File: config.mk
export PLATFORM = sky130hd
export DESIGN_NAME = buf_addr_pool_flat
export DESIGN_NICKNAME = d
export VERILOG_FILES = /design/src/rtl/buf_addr_pool_if.sv /design/src/rtl/buf_addr_pool.sv /design/src/flat_wrapper.sv
export SDC_FILE = /design/constraint.sdc
export NUM_CORES = 2
export LEC_CHECK = 0
export CAP_MARGIN = 20
export CORE_MARGIN = 8
export CORE_UTILIZATION = 40
export DETAILED_ROUTE_END_ITERATION = 10
export GPL_TIMING_DRIVEN = 0
export PLACE_DENSITY_LB_ADDON = 0.15
export SYNTH_ARGS = -nofsm -noshare
export SYNTH_HDL_FRONTEND = slang
export SYNTH_SLANG_ARGS = --single-unit
File: constraint.sdc
create_clock -name clk -period 10.86 [get_ports clk]
set_clock_uncertainty 0.05 [all_clocks]
set_input_delay 3.258 -clock clk [delete_from_list [all_inputs] [get_ports clk]]
set_output_delay 3.258 -clock clk [all_outputs]
set_load 0.02 [all_outputs]
File: src/rtl/buf_addr_pool_if.sv
// Buffer-address pool streams: the issue stream (m_addr_*) carries free
// addresses to the packet writer, and the return stream (s_free_*) carries
// addresses back from the consumer. The master modport is the pool side.
interface buf_addr_pool_if;
  logic [31:0] m_addr_tdata;
  logic        m_addr_tvalid;
  logic        m_addr_tready;
  logic [31:0] s_free_tdata;
  logic        s_free_tvalid;
  logic        s_free_tready;

  modport master (
    output m_addr_tdata,
    output m_addr_tvalid,
    input  m_addr_tready,
    input  s_free_tdata,
    input  s_free_tvalid,
    output s_free_tready
  );

  modport slave (
    input  m_addr_tdata,
    input  m_addr_tvalid,
    output m_addr_tready,
    output s_free_tdata,
    output s_free_tvalid,
    input  s_free_tready
  );
endinterface

File: src/rtl/buf_addr_pool.sv
// Free buffer-address pool. After reset the pool fills itself with
// BUF_BASE + i*BUF_STRIDE (one entry per clock), then hands addresses out
// first-word-fall-through on the issue stream and takes them back on the
// return stream. A circular FIFO with read/write pointers and a level counter
// holds the free addresses.
// Optional feature: define BUF_ADDR_POOL_CHECK_EN to validate returned
// addresses (stride alignment and pool range); bad ones are dropped and
// flagged on err_drop. Without it every accepted return is pushed and
// err_drop is held low.
module buf_addr_pool #(
  parameter int unsigned DEPTH      = 64,
  parameter logic [31:0] BUF_BASE   = 32'h1000_0000,
  parameter int unsigned BUF_STRIDE = 2048
) (
  input  logic                   clk,
  input  logic                   reset_n,
  input  logic                   enable,
  buf_addr_pool_if.master        addr_bus,
  output logic [$clog2(DEPTH):0] level,
  output logic                   init_done,
  output logic                   err_drop
);

  localparam int PTR_W    = $clog2(DEPTH);
  localparam int LVL_W    = PTR_W + 1;
  localparam int STRIDE_W = $clog2(BUF_STRIDE);
  localparam logic [LVL_W-1:0] LVL_FULL = LVL_W'(DEPTH);

  typedef enum logic {
    ST_INIT = 1'b0,
    ST_RUN  = 1'b1
  } state_t;

  state_t            state_reg, state_next;
  logic [PTR_W-1:0]  rd_ptr_reg, rd_ptr_next;
  logic [PTR_W-1:0]  wr_ptr_reg, wr_ptr_next;
  logic [LVL_W-1:0]  level_reg, level_next;

  // Address storage; no reset, contents are only meaningful below level.
  logic [31:0]       mem [DEPTH];
  logic              mem_we;
  logic [31:0]       mem_wdata;

  logic              m_valid_c;
  logic              s_ready_c;
  logic [31:0]       m_data_c;
  logic              pop;
  logic              ret_accept;
  logic              push;
  logic              ret_ok;
  logic [31:0]       init_addr;

  // During the fill the write pointer doubles as the buffer index.
  assign init_addr = BUF_BASE + (32'(wr_ptr_reg) << STRIDE_W);

`ifdef BUF_ADDR_POOL_CHECK_EN
  localparam logic [31:0] ALIGN_MASK = 32'(BUF_STRIDE - 1);
  localparam logic [63:0] POOL_LO    = {32'd0, BUF_BASE};
  localparam logic [63:0] POOL_HI    = POOL_LO + (64'(DEPTH) * 64'(BUF_STRIDE));

  logic [31:0] ret_off;
  logic [63:0] ret_addr_w;
  logic        err_drop_reg;

  // Range compare is done in 64 bits so a pool reaching the top of the
  // 32-bit space cannot wrap its upper bound.
  assign ret_off    = addr_bus.s_free_tdata - BUF_BASE;
  assign ret_addr_w = {32'd0, addr_bus.s_free_tdata};
  assign ret_ok     = ((ret_off & ALIGN_MASK) == 32'd0)
                   && (ret_addr_w >= POOL_LO)
                   && (ret_addr_w <  POOL_HI);

  // One-cycle flag for each accepted return that fails validation.
  always_ff @(posedge clk or negedge reset_n) begin
    if (!reset_n) begin
      err_drop_reg <= 1'b0;
    end else begin
      err_drop_reg <= ret_accept && !ret_ok;
    end
  end

  assign err_drop = err_drop_reg;
`else
  assign ret_ok   = 1'b1;
  assign err_drop = 1'b0;
`endif

  // Next-state, FIFO control and stream outputs for the fill/run machine.
  always_comb begin
    state_next  = state_reg;
    rd_ptr_next = rd_ptr_reg;
    wr_ptr_next = wr_ptr_reg;
    level_next  = level_reg;
    mem_we      = 1'b0;
    mem_wdata   = init_addr;
    m_valid_c   = 1'b0;
    s_ready_c   = 1'b0;
    m_data_c    = 32'd0;
    pop         = 1'b0;
    ret_accept  = 1'b0;
    push        = 1'b0;

    case (state_reg)
      ST_INIT: begin
        // Level reaches DEPTH with the last write; leave on the next cycle.
        if (level_reg == LVL_FULL) begin
          state_next = ST_RUN;
        end else begin
          mem_we      = 1'b1;
          wr_ptr_next = wr_ptr_reg + 1'b1;
          level_next  = level_reg + 1'b1;
        end
      end
      ST_RUN: begin
        m_valid_c  = (level_reg != '0) && enable;
        s_ready_c  = (level_reg != LVL_FULL);
        // Head is shown regardless of enable so a re-enabled offer is unchanged.
        if (level_reg != '0) begin
          m_data_c = mem[rd_ptr_reg];
        end
        pop        = m_valid_c && addr_bus.m_addr_tready;
        ret_accept = addr_bus.s_free_tvalid && s_ready_c;
        push       = ret_accept && ret_ok;
        if (push) begin
          mem_we      = 1'b1;
          mem_wdata   = addr_bus.s_free_tdata;
          wr_ptr_next = wr_ptr_reg + 1'b1;
        end
        if (pop) begin
          rd_ptr_next = rd_ptr_reg + 1'b1;
        end
        if (push && !pop) begin
          level_next = level_reg + 1'b1;
        end else if (pop && !push) begin
          level_next = level_reg - 1'b1;
        end
      end
    endcase
  end

  // State, pointer and level registers; reset discards every held address.
  always_ff @(posedge clk or negedge reset_n) begin
    if (!reset_n) begin
      state_reg  <= ST_INIT;
      rd_ptr_reg <= '0;
      wr_ptr_reg <= '0;
      level_reg  <= '0;
    end else begin
      state_reg  <= state_next;
      rd_ptr_reg <= rd_ptr_next;
      wr_ptr_reg <= wr_ptr_next;
      level_reg  <= level_next;
    end
  end

  // FIFO storage write port, shared by the fill and by accepted returns.
  always_ff @(posedge clk) begin
    if (mem_we) begin
      mem[wr_ptr_reg] <= mem_wdata;
    end
  end

  assign addr_bus.m_addr_tvalid = m_valid_c;
  assign addr_bus.m_addr_tdata  = m_data_c;
  assign addr_bus.s_free_tready = s_ready_c;
  assign level                  = level_reg;
  assign init_done              = (state_reg == ST_RUN);

endmodule
File: src/flat_wrapper.sv
// flat-port wrapper written by rule: the top's interface ports become plain ports
module buf_addr_pool_flat 
#(
  parameter int unsigned DEPTH      = 64,
  parameter logic [31:0] BUF_BASE   = 32'h1000_0000,
  parameter int unsigned BUF_STRIDE = 2048
)
  (clk, reset_n, enable, level, init_done, err_drop, addr_bus_m_addr_tdata, addr_bus_m_addr_tvalid, addr_bus_m_addr_tready, addr_bus_s_free_tdata, addr_bus_s_free_tvalid, addr_bus_s_free_tready);
  buf_addr_pool_if addr_bus_i ();
  input  logic clk;
  input  logic reset_n;
  input  logic enable;
  output logic [$clog2(DEPTH):0] level;
  output logic init_done;
  output logic err_drop;
  output wire logic [$bits(addr_bus_i.m_addr_tdata)-1:0] addr_bus_m_addr_tdata;
  output wire logic [$bits(addr_bus_i.m_addr_tvalid)-1:0] addr_bus_m_addr_tvalid;
  input wire logic [$bits(addr_bus_i.m_addr_tready)-1:0] addr_bus_m_addr_tready;
  input wire logic [$bits(addr_bus_i.s_free_tdata)-1:0] addr_bus_s_free_tdata;
  input wire logic [$bits(addr_bus_i.s_free_tvalid)-1:0] addr_bus_s_free_tvalid;
  output wire logic [$bits(addr_bus_i.s_free_tready)-1:0] addr_bus_s_free_tready;
  assign addr_bus_m_addr_tdata = addr_bus_i.m_addr_tdata;
  assign addr_bus_m_addr_tvalid = addr_bus_i.m_addr_tvalid;
  assign addr_bus_i.m_addr_tready = addr_bus_m_addr_tready;
  assign addr_bus_i.s_free_tdata = addr_bus_s_free_tdata;
  assign addr_bus_i.s_free_tvalid = addr_bus_s_free_tvalid;
  assign addr_bus_s_free_tready = addr_bus_i.s_free_tready;
  buf_addr_pool #(.DEPTH(DEPTH), .BUF_BASE(BUF_BASE), .BUF_STRIDE(BUF_STRIDE)) u_core (.clk(clk), .reset_n(reset_n), .enable(enable), .addr_bus(addr_bus_i), .level(level), .init_done(init_done), .err_drop(err_drop));
endmodule
==> implementation parameters <==
Parameter                              Value

Detailed routing
  Final wirelength ... 239000 um
  Routed vias/inst ... 5.81
  Post-DR wirelength/cell ... about 36 um
  Remaining number of nets flagged by the antenna check after routing ... 0
  Total iterations of the first detailed-routing run ... 6
  Number of remaining DRC errors ... 0
  Total vias in the final route ... 38900
  Iteration-0 DRC count of the detailed router ... 5122

Critical path
  Crit. path cell count ... 10
  Setup slack on the worst flop-to-flop path ... 6220 ps
  Worst path buffer plus inverter count ... 6
  Worst reg2reg path endpoint ... u_core.mem[59][14]$_DFFE_PP_
  Cell with the largest stage delay on the worst path ... sky130_fd_sc_hd__a211oi_1
  Critical path data required time ... 7550 ps
  Delay of the slowest cell on the worst path ... 860 ps
  Critical register-to-register path startpoint ... u_core.level[4]$_DFFE_PN0P_
  Family with the most delay on the worst path ... buffers and inverters
  Endpoint type of the worst setup path ... primary output
  Arrival time worst endpoint ... 6580 ps
  Sequence of cells on the critical path ... buf_2 > buf_2 > buf_2 > buf_2 > buf_1 > mux2i_1 > o22ai_1 > a211oi_1 > a31oi_1 > clkdlybuf4s50_1
  Critical setup path kind ... register to primary output
  Maximum net fanout on the critical path ... 10
  Depth of the worst register-to-register path ... 6
  CP startpoint kind ... register
  Top cell by count, worst path ... sky130_fd_sc_hd__buf_2

Synthesis
  Syn Std Cell Area ... ~0.08 mm2
  Number of synthesized flops with an enable pin ... 2048
  Ys flop type ... sky130_fd_sc_hd__edfxtp_1
  Cells after Synth ... between 3000 and 4000
  Async set-or-reset flop fraction in the synthesized netlist ... 0.967%
  Sequential element share of the synthesized area ... 77.7%
  Synthesized flop and latch total ... approximately 2100
  Average cell area after synthesis ... about 23 um2
  Number of nets produced by synthesis ... 3496
  Synth warnings ... 0
  Distinct cells, synth ... 62

Finish
  Finished Layout Cells ... 6695
  Commonest cells after routing, fill and taps aside ... 2048 x sky130_fd_sc_hd__edfxtp_1, 562 x sky130_fd_sc_hd__mux4_2, 217 x sky130_fd_sc_hd__clkbuf_16
  Net count of the finished layout ... 3902
  Number of flip-flops in the largest register ... ~2000
  Most frequent standard cell in the layout excluding fill and tap cells ... sky130_fd_sc_hd__edfxtp_1
  Utilization of the core after routing ... 46.8%
  FILL cells ... 16500
  Synthesis-to-finish area growth ... 16.8%
  Fraction of final layout cells with drive strength greater than 1 ... between 20% and 30%

CTS
  Clock transition at the register clock pins on the worst setup and hold paths after CTS ... roughly 60 ps
  Total setup buffers inserted after CTS ... 0
  Clock buffer count from CTS ... between 200 and 250
  Buffer cell driving the clock tree root ... sky130_fd_sc_hd__clkbuf_16
  Clock sink total ... 2068
  Clock latency on the worst-skew pair ... between 800 and 900 ps
  # resized after CTS ... 0
  H-tree depth ... 4
  Clock tree from TritonCTS ... built
  Hold_buf cts ... 0
  Maximum clock path buffer count ... 3

Timing
  Smallest hold slack ... 524 ps
  Final total negative setup slack ... 0 ps
  Unrepaired setup endpoints after global routing ... false
  Post-route clock period utilization ... roughly 91%
  Slew @ Worst Pin ... 1210 ps
  Final min period ... 9890 ps
  Number of hold-slack violations in the final timing report ... 0
  Number of setup violations in the final report ... 0
  Final count of pins violating max slew ... 0
  Maximum clock frequency ... slightly above 100 MHz
  Relative slew slack ... between 10% and 20%

Placement
  Routability-driven placement congestion ratio ... 0.809
  Post-detailed-placement half-perimeter wirelength ... 158000 um
  Port-buffer cells ... 78
  Post-placement cell count ... 6300

Global routing
  Total congestion overflow ... 0
  Antenna violations before repair ... 22
  Largest net degree at the start of global routing ... between 60 and 70
  Wire length of the first global-routing pass ... 328000 um
  Number of global-route vias before repair ... 39300
  GRT Util Overall ... 21.8%

Worst hold path
  Worst min-delay path class ... register to register
  Critical hold path startpoint ... u_core.level[3]$_DFFE_PN0P_
  Endpoint, Worst Hold ... u_core.level[3]$_DFFE_PN0P_
  Hold depth ... 1

Die
  Die outline area ... approximately 0.21 mm2
  Effective utilization at floorplan ... 40.1%
  Boundary pin count ... 80
  Width of the chip ... ~460 um
  Standard-cell rows ... between 150 and 200
  Std-Cell Core Area ... 0.199 mm2
  Die Span Y ... 463 um

Pwr
  Leakage power ... 24.6 nW
  Pwr per Cell Area ... 168 mW/mm2
  Total power ... 15.6 mW
  Worst IR Drop VDD ... 143 uV

Status
  Run status ... finished, final reports clean

Run
  Total of max-cap violations ... 0
[how the worst max path moves through the flow]
stage | endpoint | slack [ps] | from
floorplan | u_core.mem[37][0]$_DFFE_PP_ | 3480 | addr_bus_s_free_tvalid
global placement | u_core.mem[37][15]$_DFFE_PP_ | -1520 | addr_bus_s_free_tvalid
detailed placement | addr_bus_m_addr_tdata[26] | 1920 | u_core.rd_ptr_reg[2]$_DFFE_PN0P_
CTS | addr_bus_m_addr_tdata[26] | 950 | u_core.rd_ptr_reg[2]$_DFFE_PN0P_
global route | addr_bus_m_addr_tdata[26] | 800 | u_core.rd_ptr_reg[2]$_DFFE_PN0P_
finish | addr_bus_m_addr_tdata[26] | 970 | u_core.rd_ptr_reg[2]$_DFFE_PN0P_
[routing by layer]
layer  vias up  routed length [um]  global-route usage (%)
li1      15600                   -                       -
met1     21400               98000                    29.6
met2      1530              118000                    36.3
met3       325               15500                    3.99
met4         2                7570                    6.24
met5         -                  13                       0
[logic make-up (layout without fill, tap and decap cells)]
kind of cell	Yosys count	in the layout	synth area share, %
muxes	662	662	17.2
AOI/OAI and AO/OA	252	252	2.17
xor gates and xnor gates	16	16	0.176
adders and majority gates	5	5	0.0784
DFF	2068	2068	77.7
and+or+nand+nor	241	241	1.44
other	1	3	0.00470
buffers and inverters	209	792	1.28
[area by class of cell]
| class | count | area (um2) | share of cell area (%) |
|---|---|---|---|
| Clock buffer | 262 | 5600 | 6.01 |
| Inverter | 8 | 30.0 | 0.0322 |
| Sequential cell | 2068 | 62000 | 66.5 |
| Clock inverter | 126 | 947 | 1.02 |
| Tap cell | 2656 | 3320 | 3.57 |
| Antenna cell | 2 | 5.00 | 0.00537 |
| Buffer | 201 | 993 | 1.07 |
| Timing Repair Buffer | 195 | 2940 | 3.16 |
| Multi-Input combinational cell | 1177 | 17400 | 18.6 |
[where the power goes]
group / total, mW / internal, mW / switching (mW)
registers: 8.63 / 8.63 / 0
clock network: 6.99 / 3.98 / 3.02
logic: 0.0194 / 0.0119 / 0.00749
[synthesized netlist by cell type (2+ instances only)]
cell | number | area share (%)
sky130_fd_sc_hd__o22ai_1 | 23 | 0.18
sky130_fd_sc_hd__mux2_4 | 4 | 0.075
sky130_fd_sc_hd__a22oi_1 | 17 | 0.16
sky130_fd_sc_hd__nor2b_1 | 12 | 0.094
sky130_fd_sc_hd__inv_2 | 2 | 0.0094
sky130_fd_sc_hd__a31oi_1 | 23 | 0.18
sky130_fd_sc_hd__nand3_1 | 7 | 0.044
sky130_fd_sc_hd__o21bai_1 | 2 | 0.019
sky130_fd_sc_hd__a211oi_1 | 63 | 0.59
sky130_fd_sc_hd__nor3_1 | 5 | 0.031
sky130_fd_sc_hd__nand2b_1 | 3 | 0.024
sky130_fd_sc_hd__edfxtp_1 | 2048 | 77
sky130_fd_sc_hd__a311oi_1 | 2 | 0.022
sky130_fd_sc_hd__a22o_1 | 5 | 0.055
sky130_fd_sc_hd__ha_1 | 5 | 0.078
sky130_fd_sc_hd__mux4_2 | 562 | 16
sky130_fd_sc_hd__buf_4 | 21 | 0.20
sky130_fd_sc_hd__nand3b_1 | 5 | 0.047
sky130_fd_sc_hd__o21ai_0 | 4 | 0.025
sky130_fd_sc_hd__a21oi_1 | 80 | 0.50
sky130_fd_sc_hd__buf_6 | 5 | 0.071
sky130_fd_sc_hd__or3_1 | 2 | 0.016
sky130_fd_sc_hd__and3_1 | 3 | 0.024
sky130_fd_sc_hd__dfrtp_1 | 20 | 0.63
sky130_fd_sc_hd__xor2_1 | 6 | 0.066
sky130_fd_sc_hd__clkbuf_1 | 57 | 0.27
sky130_fd_sc_hd__nor2_1 | 73 | 0.34
sky130_fd_sc_hd__nand4_1 | 7 | 0.055
sky130_fd_sc_hd__nand2_1 | 78 | 0.37
sky130_fd_sc_hd__mux2i_1 | 90 | 1.1
sky130_fd_sc_hd__or3b_2 | 2 | 0.022
sky130_fd_sc_hd__and2_1 | 33 | 0.26
sky130_fd_sc_hd__xnor2_1 | 10 | 0.11
sky130_fd_sc_hd__mux2_2 | 6 | 0.085
sky130_fd_sc_hd__o311ai_4 | 2 | 0.066
sky130_fd_sc_hd__o211ai_1 | 5 | 0.047
sky130_fd_sc_hd__buf_1 | 20 | 0.094
sky130_fd_sc_hd__inv_1 | 6 | 0.028
sky130_fd_sc_hd__o31a_1 | 7 | 0.077
sky130_fd_sc_hd__a32oi_1 | 3 | 0.033
sky130_fd_sc_hd__a221oi_1 | 8 | 0.088
sky130_fd_sc_hd__buf_2 | 98 | 0.61
[through the flow]
step | setup WS, ps | cell area, um2
after global routing | 804 | 93200
final | 972 | 93200
after global placement | -1520 | 83900
after detailed placement | 1920 | 86600
after CTS | 951 | 93200
after floorplan | 3480 | 79800
Power figures use the tool's default switching activity.
